## src/rtl/memory_stage_if.sv

```systemverilog
// Data-memory bus between the Y86-64 memory stage and data memory.
// Request/grant/read-valid handshake:
//   mem_req    stage -> mem   access request, held until mem_gnt
//   mem_we     stage -> mem   1 = write, 0 = read (valid with mem_req)
//   mem_addr   stage -> mem   byte address
//   mem_wdata  stage -> mem   write data
//   mem_gnt    mem -> stage   request accepted this cycle
//   mem_rvalid mem -> stage   read data valid
//   mem_rdata  mem -> stage   read data
interface memory_stage_if;
    logic        mem_req;
    logic        mem_we;
    logic [63:0] mem_addr;
    logic [63:0] mem_wdata;
    logic        mem_gnt;
    logic        mem_rvalid;
    logic [63:0] mem_rdata;

    modport master (
        output mem_req, mem_we, mem_addr, mem_wdata,
        input  mem_gnt, mem_rvalid, mem_rdata
    );

    modport slave (
        input  mem_req, mem_we, mem_addr, mem_wdata,
        output mem_gnt, mem_rvalid, mem_rdata
    );
endinterface

```

## src/rtl/memory_stage.sv

```systemverilog
// Y86-64 pipeline memory stage.
// Accepts one instruction at a time from E/M, classifies it as read
// (mrmovq, popq, ret), write (rmmovq, pushq, call) or no-op, performs the
// data-memory access over the memory_stage_if bus and presents a registered
// result to writeback as a one-cycle out_valid pulse.
// Ports:
//   clk, rst_n           clock, asynchronous active-low reset
//   in_valid / in_ready  E/M handshake; in_ready is high only in IDLE
//   in_*                 icode, valE, valA, valP, cond, dstE, dstM, stat
//   mem                  data-memory bus (master side)
//   out_valid, out_*     registered result; fields hold until next completion
module memory_stage #(
    parameter int MEM_BYTES = 8192,
    parameter int TIMEOUT   = 15
) (
    input  logic        clk,
    input  logic        rst_n,
    input  logic        in_valid,
    output logic        in_ready,
    input  logic [3:0]  in_icode,
    input  logic [63:0] in_valE,
    input  logic [63:0] in_valA,
    input  logic [63:0] in_valP,
    input  logic        in_cond,
    input  logic [3:0]  in_dstE,
    input  logic [3:0]  in_dstM,
    input  logic [1:0]  in_stat,
    memory_stage_if.master mem,
    output logic        out_valid,
    output logic [3:0]  out_icode,
    output logic [63:0] out_valE,
    output logic [63:0] out_valM,
    output logic        out_cond,
    output logic [3:0]  out_dstE,
    output logic [3:0]  out_dstM,
    output logic [1:0]  out_stat
);

    // Highest start address of a legal 8-byte access; the unsigned 64-bit
    // compare against it also rejects addresses that would wrap.
    localparam logic [63:0] ADDR_MAX = 64'(MEM_BYTES - 8);
    // Counter value seen during the TIMEOUT-th cycle of waiting.
    localparam logic [7:0]  CNT_LAST = 8'(TIMEOUT - 1);
    localparam logic [1:0]  STAT_AOK = 2'b00;
    localparam logic [1:0]  STAT_ADR = 2'b10;

    typedef enum logic [1:0] {
        IDLE    = 2'd0,
        REQ     = 2'd1,
        WAIT_RD = 2'd2
    } state_t;

    state_t      state_r;
    logic [7:0]  cnt_r;
    logic [3:0]  icode_r;
    logic [63:0] vale_r;
    logic        cond_r;
    logic [3:0]  dste_r;
    logic [3:0]  dstm_r;

    logic        is_read_s;
    logic        is_write_s;
    logic [63:0] addr_s;
    logic [63:0] wdata_s;
    logic        bypass_s;
    logic [1:0]  bypass_stat_s;
    logic        done_s;
    logic [63:0] done_valm_s;
    logic [1:0]  done_stat_s;

    assign in_ready = (state_r == IDLE);

    // Decode the incoming instruction: access kind, address, write data, bypass.
    always_comb begin
        is_read_s  = 1'b0;
        is_write_s = 1'b0;
        addr_s     = in_valE;
        wdata_s    = in_valA;
        case (in_icode)
            4'h4, 4'hA: is_write_s = 1'b1;
            4'h8: begin
                is_write_s = 1'b1;
                wdata_s    = in_valP;
            end
            4'h5: is_read_s = 1'b1;
            4'h9, 4'hB: begin
                is_read_s = 1'b1;
                addr_s    = in_valA;
            end
            default: begin
                is_read_s  = 1'b0;
                is_write_s = 1'b0;
            end
        endcase

        // A non-AOK status wins over address checking and passes through.
        if (in_stat != STAT_AOK) begin
            bypass_s      = 1'b1;
            bypass_stat_s = in_stat;
        end else if (!(is_read_s || is_write_s)) begin
            bypass_s      = 1'b1;
            bypass_stat_s = STAT_AOK;
        end else if (addr_s > ADDR_MAX) begin
            bypass_s      = 1'b1;
            bypass_stat_s = STAT_ADR;
        end else begin
            bypass_s      = 1'b0;
            bypass_stat_s = STAT_AOK;
        end
    end

    // Completion of an outstanding access: grant/read data win over timeout.
    always_comb begin
        done_s      = 1'b0;
        done_valm_s = 64'd0;
        done_stat_s = STAT_AOK;
        case (state_r)
            REQ: begin
                if (mem.mem_gnt) begin
                    if (mem.mem_we) begin
                        done_s = 1'b1;
                    end else if (mem.mem_rvalid) begin
                        done_s      = 1'b1;
                        done_valm_s = mem.mem_rdata;
                    end else begin
                        done_s = 1'b0;
                    end
                end else if (cnt_r == CNT_LAST) begin
                    done_s      = 1'b1;
                    done_stat_s = STAT_ADR;
                end else begin
                    done_s = 1'b0;
                end
            end
            WAIT_RD: begin
                if (mem.mem_rvalid) begin
                    done_s      = 1'b1;
                    done_valm_s = mem.mem_rdata;
                end else if (cnt_r == CNT_LAST) begin
                    done_s      = 1'b1;
                    done_stat_s = STAT_ADR;
                end else begin
                    done_s = 1'b0;
                end
            end
            default: done_s = 1'b0;
        endcase
    end

    // Stage FSM with registered bus request and writeback result.
    always_ff @(posedge clk or negedge rst_n) begin
        if (!rst_n) begin
            state_r       <= IDLE;
            cnt_r         <= 8'd0;
            icode_r       <= 4'd0;
            vale_r        <= 64'd0;
            cond_r        <= 1'b0;
            dste_r        <= 4'd0;
            dstm_r        <= 4'd0;
            mem.mem_req   <= 1'b0;
            mem.mem_we    <= 1'b0;
            mem.mem_addr  <= 64'd0;
            mem.mem_wdata <= 64'd0;
            out_valid     <= 1'b0;
            out_icode     <= 4'd0;
            out_valE      <= 64'd0;
            out_valM      <= 64'd0;
            out_cond      <= 1'b0;
            out_dstE      <= 4'd0;
            out_dstM      <= 4'd0;
            out_stat      <= STAT_AOK;
        end else begin
            out_valid <= 1'b0;
            case (state_r)
                IDLE: begin
                    if (in_valid) begin
                        icode_r <= in_icode;
                        vale_r  <= in_valE;
                        cond_r  <= in_cond;
                        dste_r  <= in_dstE;
                        dstm_r  <= in_dstM;
                        if (bypass_s) begin
                            out_valid <= 1'b1;
                            out_icode <= in_icode;
                            out_valE  <= in_valE;
                            out_valM  <= 64'd0;
                            out_cond  <= in_cond;
                            out_dstE  <= in_dstE;
                            out_dstM  <= in_dstM;
                            out_stat  <= bypass_stat_s;
                        end else begin
                            state_r       <= REQ;
                            cnt_r         <= 8'd0;
                            mem.mem_req   <= 1'b1;
                            mem.mem_we    <= is_write_s;
                            mem.mem_addr  <= addr_s;
                            mem.mem_wdata <= wdata_s;
                        end
                    end
                end
                REQ, WAIT_RD: begin
                    if (done_s) begin
                        state_r     <= IDLE;
                        mem.mem_req <= 1'b0;
                        out_valid   <= 1'b1;
                        out_icode   <= icode_r;
                        out_valE    <= vale_r;
                        out_valM    <= done_valm_s;
                        out_cond    <= cond_r;
                        out_dstE    <= dste_r;
                        out_dstM    <= dstm_r;
                        out_stat    <= done_stat_s;
                    end else if ((state_r == REQ) && mem.mem_gnt) begin
                        // Read granted without data: wait with a fresh budget.
                        state_r     <= WAIT_RD;
                        mem.mem_req <= 1'b0;
                        cnt_r       <= 8'd0;
                    end else begin
                        cnt_r <= cnt_r + 8'd1;
                    end
                end
                default: begin
                    state_r     <= IDLE;
                    mem.mem_req <= 1'b0;
                end
            endcase
        end
    end

endmodule

```

## src/flat_wrapper.sv

```systemverilog
// flat-port wrapper written by rule: the top's interface ports become plain ports
module memory_stage_flat 
#(
    parameter int MEM_BYTES = 8192,
    parameter int TIMEOUT   = 15
)
  (clk, rst_n, in_valid, in_ready, in_icode, in_valE, in_valA, in_valP, in_cond, in_dstE, in_dstM, in_stat, out_valid, out_icode, out_valE, out_valM, out_cond, out_dstE, out_dstM, out_stat, mem_mem_req, mem_mem_we, mem_mem_addr, mem_mem_wdata, mem_mem_gnt, mem_mem_rvalid, mem_mem_rdata);
  memory_stage_if mem_i ();
  input  logic clk;
  input  logic rst_n;
  input  logic in_valid;
  output logic in_ready;
  input  logic [3:0] in_icode;
  input  logic [63:0] in_valE;
  input  logic [63:0] in_valA;
  input  logic [63:0] in_valP;
  input  logic in_cond;
  input  logic [3:0] in_dstE;
  input  logic [3:0] in_dstM;
  input  logic [1:0] in_stat;
  output logic out_valid;
  output logic [3:0] out_icode;
  output logic [63:0] out_valE;
  output logic [63:0] out_valM;
  output logic out_cond;
  output logic [3:0] out_dstE;
  output logic [3:0] out_dstM;
  output logic [1:0] out_stat;
  output wire logic [$bits(mem_i.mem_req)-1:0] mem_mem_req;
  output wire logic [$bits(mem_i.mem_we)-1:0] mem_mem_we;
  output wire logic [$bits(mem_i.mem_addr)-1:0] mem_mem_addr;
  output wire logic [$bits(mem_i.mem_wdata)-1:0] mem_mem_wdata;
  input wire logic [$bits(mem_i.mem_gnt)-1:0] mem_mem_gnt;
  input wire logic [$bits(mem_i.mem_rvalid)-1:0] mem_mem_rvalid;
  input wire logic [$bits(mem_i.mem_rdata)-1:0] mem_mem_rdata;
  assign mem_mem_req = mem_i.mem_req;
  assign mem_mem_we = mem_i.mem_we;
  assign mem_mem_addr = mem_i.mem_addr;
  assign mem_mem_wdata = mem_i.mem_wdata;
  assign mem_i.mem_gnt = mem_mem_gnt;
  assign mem_i.mem_rvalid = mem_mem_rvalid;
  assign mem_i.mem_rdata = mem_mem_rdata;
  memory_stage #(.MEM_BYTES(MEM_BYTES), .TIMEOUT(TIMEOUT)) u_core (.clk(clk), .rst_n(rst_n), .in_valid(in_valid), .in_ready(in_ready), .in_icode(in_icode), .in_valE(in_valE), .in_valA(in_valA), .in_valP(in_valP), .in_cond(in_cond), .in_dstE(in_dstE), .in_dstM(in_dstM), .in_stat(in_stat), .mem(mem_i), .out_valid(out_valid), .out_icode(out_icode), .out_valE(out_valE), .out_valM(out_valM), .out_cond(out_cond), .out_dstE(out_dstE), .out_dstM(out_dstM), .out_stat(out_stat));
endmodule
```

## config.mk

```make
export PLATFORM = sky130hd
export DESIGN_NAME = memory_stage_flat
export DESIGN_NICKNAME = d
export VERILOG_FILES = /design/src/rtl/memory_stage_if.sv /design/src/rtl/memory_stage.sv /design/src/flat_wrapper.sv
export SDC_FILE = /design/constraint.sdc
export NUM_CORES = 1
export LEC_CHECK = 0
export BUFFER_PORTS_ARGS = -buffer_cell sky130_fd_sc_hd__clkbuf_2
export CAP_MARGIN = 10
export CORE_AREA = 10 10 206 208
export CTS_CLUSTER_DIAMETER = 50
export DETAILED_ROUTE_END_ITERATION = 7
export DIE_AREA = 0 0 216 218
export GPL_TIMING_DRIVEN = 0
export PLACE_DENSITY = 0.79
export SLEW_MARGIN = 10
export SYNTH_ARGS = -nofsm -noshare
export SYNTH_HDL_FRONTEND = slang
export SYNTH_SLANG_ARGS = --single-unit
```

## constraint.sdc

```tcl
create_clock -name clk -period 3.24 [get_ports clk]
set_input_delay 0.324 -clock clk [delete_from_list [all_inputs] [get_ports clk]]
set_output_delay 0.324 -clock clk [all_outputs]
set_load 0.005 [all_outputs]
```

Yosys cells after proc, flatten, opt, wreduce, memory -nomap -nowiden
Index checks and enable logic that the tools add are counted.

Muxes and demuxes: 71. Reductions and logical operators: 14. $add $sub $neg: 1. Order comparisons: 1. Equal/unequal tests: 15. Bitwise operators: 1.

Operators by type and width (count): $mux W64 (11); $pmux W64 S2 (3); $gt A64 B13 Y1 const B (1); $mux W4 (9); $mux W8 (4); $mux W2 (13); $pmux W4 S2 (3); $mux W1 (20); $eq A4 B4 Y1 const B (4); $pmux W8 S2 (1); $pmux W2 S2 (3); $add A8 B1 Y8 const B (1); $eq A4 B3 Y1 const B (2); $eq A8 B4 Y1 const B (1); $pmux W1 S2 (4); $reduce_and A4 Y1 (2); $ne A2 B2 Y1 const B (3); $reduce_and A3 Y1 (2); $reduce_or A3 Y1 (2); $ne A2 B1 Y1 const B (2); $reduce_bool A2 Y1 (2); $reduce_or A2 Y1 (2); $ne A3 B1 Y1 const B (1); $eq A2 B1 Y1 const B (1); other kinds (6) (6).

Bits of input ports: 276. Register bits: 361. Output and inout port bits: 275. Word-level logic and storage cells: 122.

Longest topological paths before layout
Gate-level depths: netlist of the first run.

Word-level depth: 10. Mapped depth: 10. Depth with buffers taken out: 9.

Worst setup path before layout of the first run
OpenSTA, ideal clock, no wires.

Path kind: flip-flop to flip-flop. Start point: register u_core.cnt_r[0]. End point: register u_core.out_icode[1]. Period minus slack after synthesis: 2.534 ns. Arrival: 2.406 ns. Setup slack: 0.706 ns. Required time: 3.112 ns. Library setup time: 0.128 ns. Path buffers: 2. Cell stages (with the launch flop): 11. Cell sequence: dfrtp_1 -> inv_1 -> ha_1 -> nor4b_2 -> a21oi_1 -> o32ai_1 -> o21ai_0 -> a21oi_2 -> buf_6 -> buf_6 -> mux2_1.

Cells in the longest elaborated chain, start to end: 6. Elaborated cells between the ends (all ways): 7. Classes of those cells: eq/ne: 2; mux: 4; reduce/logical: 1.

RTL lines: start: declaration (RTL line memory_stage.sv:54) `logic [7:0] cnt_r;`; start signal: assignment (RTL line memory_stage.sv:219) `cnt_r <= cnt_r + 8'd1;`; $eq A8 B4 Y1 (*) (RTL line memory_stage.sv:128, memory_stage.sv:139); $mux W1 (*) (RTL line memory_stage.sv:128, memory_stage.sv:139); $mux W1, on equally long branches (RTL line memory_stage.sv:136, memory_stage.sv:119); $pmux W1 S2 (*) (RTL line memory_stage.sv:117) `case (state_r)`; $ne A2 B1 Y1 (no line) (*); $reduce_and A4 Y1 (no line) (*); end signal: assignment (RTL line memory_stage.sv:184) `out_icode <= in_icode;`; end signal: assignment (RTL line memory_stage.sv:206) `out_icode <= icode_r;`; end: declaration (RTL line memory_stage.sv:30) `output logic [3:0] out_icode,`.

Every way passes the cells marked *; elsewhere a longest branch is shown, timed or not. A chain may end at the register's enable or synchronous reset.

Final worst setup path of the first run
Start point: register u_core.cnt_r[0]. End point: register u_core.out_valM[27].

Cells in the longest elaborated chain, start to end: 6. Elaborated cells between the ends (all ways): 7. Classes of those cells: eq/ne: 2; mux: 4; reduce/logical: 1.

RTL lines: $eq A8 B4 Y1 (*) (RTL line memory_stage.sv:128, memory_stage.sv:139); $mux W1 (*) (RTL line memory_stage.sv:128, memory_stage.sv:139); $mux W1, on equally long branches (RTL line memory_stage.sv:136, memory_stage.sv:119); $pmux W1 S2 (*) (RTL line memory_stage.sv:117); $ne A2 B1 Y1 (no line) (*); $reduce_and A4 Y1 (no line) (*); end signal: assignment (RTL line memory_stage.sv:208) `out_valM <= done_valm_s;`; end: declaration (RTL line memory_stage.sv:32) `output logic [63:0] out_valM,`.

Marks and branches as above.

==> impl_metrics.tcl, run 1 <==
set metrics [dict create \
    path_class "reg -> reg" \
    start_util_pct 41.28 \
    fp.dieW_um 216 \
    outcome "finished, final reports clean" \
    first_pass_iters 5 \
    area_growth_pct 37.24 \
    drtIter0Drc 922 \
    synth_top_family_by_area "multiplexers" \
    path_clk_slew_ps 60 \
    rows 72 \
    worst_pin_slew_ps 876.6 \
    synth_xor_area_share_pct 0 \
    cp.arrival_ps 3460 \
    clkLatencyLatePin_ps 570 \
    cts_sinks 360 \
    grt_pass1_wl_um 85860 \
    place.gp.congestion 0.9446 \
    routed_wl_um 57530 \
    synth_flop_cell "dfrtp_1" \
    synth-edff-count 0 \
    cts_tree "done" \
    final_cell_mix "clkbuf_2 (550), dfrtp_1 (360), mux2_2 (226), mux2i_1 (141), a21oi_1 (84)" \
    start_kind "flop" \
    grt.total_usage_pct 23.37 \
    drv_slew 0 \
    nNetsFinal 2253 \
    hp-class "in -> reg" \
    synth_warnings 0 \
    synthesis.nets 1570 \
    finalCritPeriodShare_pct 92.68 \
    final.setup.worst_slack_ps 237.3 \
    power.total_mw 14.98 \
    finalClockSkew_ps 27.35 \
    yosysSeqAreaShare_pct 57.00 \
    drcViolationCount 0 \
    synth_cells 1288 \
    ioPinCount 551 \
    portBuffers 550 \
    grt-ovfl-total 0 \
    cts_buffer_depth 3 \
    synth.distinct_cells 45 \
    setup_viol 0 \
    leakage_nw 10.75 \
    final_util_pct 56.65 \
    cts_made_buffers 44 \
    vias 13043 \
    slew_headroom_pct 41.56 \
    fin_crit_ps 3003 \
    synth_simple_gate_area_share_pct 8.891 \
    async_flop_share_pct 100.0 \
    grt_pass1_vias 14051 \
    irDropWorstVdd_mv 0.6119 \
    cts_max_level 2 \
    layout_commonest_cell "clkbuf_2" \
    antenna_found_initial 2 \
    fp.coreArea_um2 38290 \
    dp.final_hpwl_um 42010 \
    vias_per_cell 5.163 \
    grt_start_max_net_pins 106 \
    hold_viol 0 \
    fp.dieH_um 218 \
    fmax_mhz 333.0 \
    synth-adder-area-share_pct 0.4750 \
    synth-compound-area-share_pct 4.077 \
    placed_area_um2 19300 \
    clock-root-buffer "clkbuf_16" \
    wire_per_inst_um 22.77 \
    synthMuxAreaShare_pct 25.56 \
    synth_area_um2 15800 \
    pre_cts_slack_ps -755.7 \
    fillerInstances 3027 \
    finalInstanceArea_um2 21690 \
    ant_nets 0 \
    drv_cap 0 \
    worstPathRequired_ps 3700 \
    rsz0062_at_grt "false" \
    die-area_um2 47090 \
    drive_gt1_share_pct 45.04 \
    yosys_register_bits 360 \
    syn_area_per_cell_um2 12.27 \
    tns_ps 0 \
    crit_fanout 10 \
    critPathCaptureType "flop" \
    powerDensity_nw_per_um2 690.7 \
]
-- sequential cells by signal, indices dropped and copies added (netlist names), 2 cells and up --
name / count
u_core.cnt_r: 8
u_core.dste_r: 4
u_core.dstm_r: 4
u_core.icode_r: 4
u_core.mem.mem_addr: 64
u_core.mem.mem_wdata: 64
u_core.out_dstE: 4
u_core.out_dstM: 4
u_core.out_icode: 4
u_core.out_stat: 2
u_core.out_valE: 64
u_core.out_valM: 64
u_core.state_r: 2
u_core.vale_r: 64
-- cell type report --
type                    instances  area (µm²)  area share (%)
plain buffers                  72       344.1           1.586
repair buffers                637        3685           16.99
clock buffers                  58        1215           5.601
multi-input cells             779        6185           28.51
well taps                     518       648.1           2.988
diodes                          1       2.502         0.01154
inverters                      77       289.0           1.333
clock inverters                24       312.8           1.442
flip-flops and latches        360        9009           41.53
-- final timing paths --
path	endpoint	cells after the start	from	slack (ps)
setup / recovery	u_core.out_valM[27]	10	u_core.cnt_r[0]	240
hold / removal	u_core.out_valM[41]	3	mem_mem_rdata[41]	20
setup reg to reg	u_core.out_valM[27]	10	u_core.cnt_r[0]	240
hold reg to reg	u_core.mem.mem_addr[60]	1	u_core.mem.mem_addr[60]	500
max in group asynchronous	u_core.cnt_r[2]	4	rst_n	1520
min in group asynchronous	u_core.mem.mem_addr[29]	2	rst_n	320
-- routing by layer --
metal,GRT usage [%],vias to the layer above,part of all wire (%)
met5,0,-,0.021
met2,41.88,610,52
li1,-,5831,-
met1,26.18,6499,37
met4,7.318,2,2.8
met3,7.018,101,8.3
-- Yosys cell counts (2+ instances only) --
cell type	n	area [µm²]
mux2_1	2	22.52
nor4_1	25	156.4
ha_1	6	75.07
o41ai_1	2	17.52
nand2_1	77	289.0
nor2_1	83	311.6
clkbuf_1	36	135.1
a22o_1	4	35.03
mux2_4	4	60.06
and3_1	2	12.51
nor3b_1	4	30.03
buf_2	25	125.1
o21ai_0	13	65.06
buf_4	7	52.55
or3_1	2	12.51
buf_6	2	22.52
buf_1	2	7.510
nand3_1	8	40.04
nand4_1	10	62.56
o211ai_1	3	22.52
dfrtp_1	360	9009
nand2b_1	2	12.51
nor3_1	10	50.05
a21oi_1	84	420.4
o22ai_1	4	25.02
mux2i_1	141	1411
inv_1	77	289.0
nor2b_1	51	319.1
mux2_2	226	2545
-- stage by stage --
stage | hold slack [ps] | std cells
after floorplan | 28.41 | 1288
after global placement | 466.8 | 2356
after detailed placement | 377.9 | 2359
after CTS | 0.4126 | 2523
after global routing | 9.079 | 2526
final | 15.59 | 2526
-- power by group --
part,internal (mW),total [mW],switching (mW)
clock network,3.10,5.16,2.06
registers,5.34,5.83,0.487
logic,2.05,4.00,1.95
-- critical path, cell delays in order, from the launching register on --
cell     delay, ps
dfrtp_1        400
inv_1          110
ha_1           150
nor4b_2        310
a21oi_1        140
o32ai_2        400
o21ai_0        230
a21oi_4        290
buf_6          210
buf_2          340
mux2i_1        320
-- repair_timing --
item | in CTS | in global routing
hold buffers | 79 | 0
setup buffers | 3 | 2
endpoints found under the setup margin | 214 | 142
pin swaps | 1 | 0
endpoints found under the hold margin | 148 | 0
resized for setup | 1 | 4
-- cells by family (layout without fill, tap and decap cells) --
| logic type | count (synthesis) | in the layout |
|---|---|---|
| buf+inv | 149 | 868 |
| mux | 373 | 373 |
| other cells | 0 | 1 |
| flops | 360 | 360 |
| compound gates | 117 | 117 |
| simple gates | 283 | 283 |
| fa+ha+maj | 6 | 6 |
Power figures use the tool's default switching activity.
==> run 2, diff against run 1 <==
==> constraint.sdc (replaced) <==
create_clock -name clk -period 3.24 [get_ports clk]
set_input_delay 0.648 -clock clk [delete_from_list [all_inputs] [get_ports clk]]
set_output_delay 0.648 -clock clk [all_outputs]
set_load 0.005 [all_outputs]
==> run 2 against run 1 <==
  * Critical path depth fell by 1
  * Wire length fell by 6.1%
  * Worst setup slack got worse by 18 ps
  * Cell count fell by 3.2%
  * Non-clock buffer count fell by 81
  * Hold slack improved by 72 ps
  * Combinational power fell by 4%
  * First-iteration DRC count fell by 20%
  * Critical path type unchanged
  * Largest power group unchanged
==> impl_metrics.tcl, run 2 (synthesis results as in run 1) <==
set metrics [dict create \
    leakage_nw 10.41 \
    outcome "finished, final reports clean" \
    area_growth_pct 32.06 \
    drcViolationCount 0 \
    p_int_mw 10.40 \
    fmax_mhz 331.0 \
    ioPinCount 551 \
    hp-class "in -> async" \
    wire_per_inst_um 22.09 \
    rows 72 \
    top_layer_used "met5" \
    portBuffers 550 \
    cts_sinks 360 \
    clkLatencyLatePin_ps 570 \
    crit_chain "inv_1 -> ha_1 -> nor4b_2 -> a21oi_1 -> o32ai_2 -> o21ai_0 -> a21oi_4 -> buf_2 -> mux2_2" \
    tns_ps 0 \
    antenna_found_initial 2 \
    pwr-share-seq_pct 39.3 \
    grt_start_max_net_pins 106 \
    start_util_pct 41.28 \
    first_pass_iters 6 \
    fp.dieH_um 218 \
    reg2reg_from "u_core.cnt_r[0]" \
    irDropWorstVdd_mv 0.6061 \
    path_clk_slew_ps 60 \
    multiInputGateArea_um2 6183 \
    drive_gt1_share_pct 46.83 \
    die-area_um2 47090 \
    final_util_pct 54.51 \
    dr_wl_met3_um 4310 \
    regArea_um2 9009 \
    grt.total_usage_pct 22.00 \
    path_delay_family "compound AO/OA/AOI/OAI gates" \
    reg2reg_slack_ps 220 \
    cts_buffer_depth 3 \
    power.total_mw 14.77 \
    met2_length_um 27320 \
    placed_area_um2 19300 \
    drv_slew 0 \
    powerDensity_nw_per_um2 707.9 \
    ant_nets 0 \
    ff2ff_path_depth 9 \
    path_depth 9 \
    nNetsFinal 2172 \
    vias 12491 \
    fin_crit_ps 3021 \
    worstPathRequired_ps 3670 \
    critPathCaptureType "flop" \
    grt-ovfl-total 0 \
    dp.final_hpwl_um 42010 \
    power.share.combinational_pct 25.9 \
    crit_fanout 10 \
    fp.coreArea_um2 38290 \
    grt_pass1_wl_um 81060 \
    layout_commonest_cell "clkbuf_2" \
    fillerInstances 3213 \
    routed_wl_um 54000 \
    clock-root-buffer "clkbuf_16" \
    finalCritPeriodShare_pct 93.25 \
    cp_slowest_stage_delay_ps 410 \
    final_cell_mix "clkbuf_2 (550), dfrtp_1 (360), mux2_2 (226), mux2i_1 (141), a21oi_1 (84)" \
    start_kind "flop" \
    rsz0062_at_grt "false" \
    place.gp.congestion 0.9446 \
    cp.arrival_ps 3450 \
    cp_slowest_cell "o32ai_2" \
    finalClockSkew_ps 23.68 \
    cp.buffers_inverters 2 \
    hold_viol 0 \
    cts_max_level 2 \
    p_sw_share_pct 29.62 \
    vias_per_cell 5.109 \
    timing.rr.end "u_core.out_valE[9]" \
    grt_pass1_vias 13468 \
    drtIter0Drc 734 \
    drv_cap 0 \
    cts_hold_buffers 0 \
    worst_pin_slew_ps 897.5 \
    fp.dieW_um 216 \
    finalInstanceArea_um2 20870 \
    path_class "reg -> reg" \
    cts_made_buffers 44 \
    clkPwrFrac_pct 34.8 \
    slew_headroom_pct 40.16 \
    p_sw_mw 4.376 \
    setup_viol 0 \
    met1_length_um 20830 \
    cts_tree "done" \
]
-- run 2: power groups by stage --
stage,clock network [mW],registers (mW),logic (mW)
3_5_place_dp,0,5.86,3.86
5_1_grt,5.42,5.89,4.13
6_report,5.14,5.80,3.83
4_1_cts,5.23,5.80,3.89
3_3_place_gp,0,5.82,3.75
2_1_floorplan,0,5.80,2.21
-- run 2: timing repair --
| action | in CTS | in global routing |
|---|---|---|
| setup buffers | 3 | 0 |
| pin swaps | 1 | 0 |
| resized for setup | 2 | 3 |
| setup endpoints to repair | 266 | 141 |
-- run 2: worst max path at each step --
stage / startpoint / to / slack, ps
3_3_place_gp: rst_n / u_core.mem.mem_addr[58] / -6250
4_1_cts: u_core.cnt_r[0] / u_core.out_valE[9] / 10
6_report: u_core.cnt_r[0] / u_core.out_valE[9] / 220
2_1_floorplan: in_icode[2] / u_core.cnt_r[1] / 410
3_5_place_dp: in_icode[2] / u_core.mem.mem_addr[12] / -1080
5_1_grt: u_core.cnt_r[0] / u_core.out_valM[4] / 10
-- run 2: metal layers --
metal	global-route usage, %	up-vias
met5	0	-
met4	6.758	2
met3	7.032	97
met2	38.64	497
met1	25.09	6226
li1	-	5669
-- run 2: metrics by stage --
step / hold WS, ps / worst slack (ps) / cells
after detailed placement: 485.6 / -1080 / 2359
after global placement: 466.8 / -6248 / 2356
final: 87.97 / 218.8 / 2445
after CTS: 87.90 / 10.35 / 2444
after global routing: 102.0 / 14.02 / 2445
after floorplan: 352.4 / 410.9 / 1288
-- run 2: layout make-up --
cell class,instances,area share [%]
Clock buffer,58,5.821
Antenna cell,1,0.01199
Tap cell,518,3.106
Timing Repair Buffer,556,13.74
Clock inverter,24,1.499
Buffer,72,1.649
Multi-Input combinational cell,779,29.63
Sequential cell,360,43.17
Inverter,77,1.385
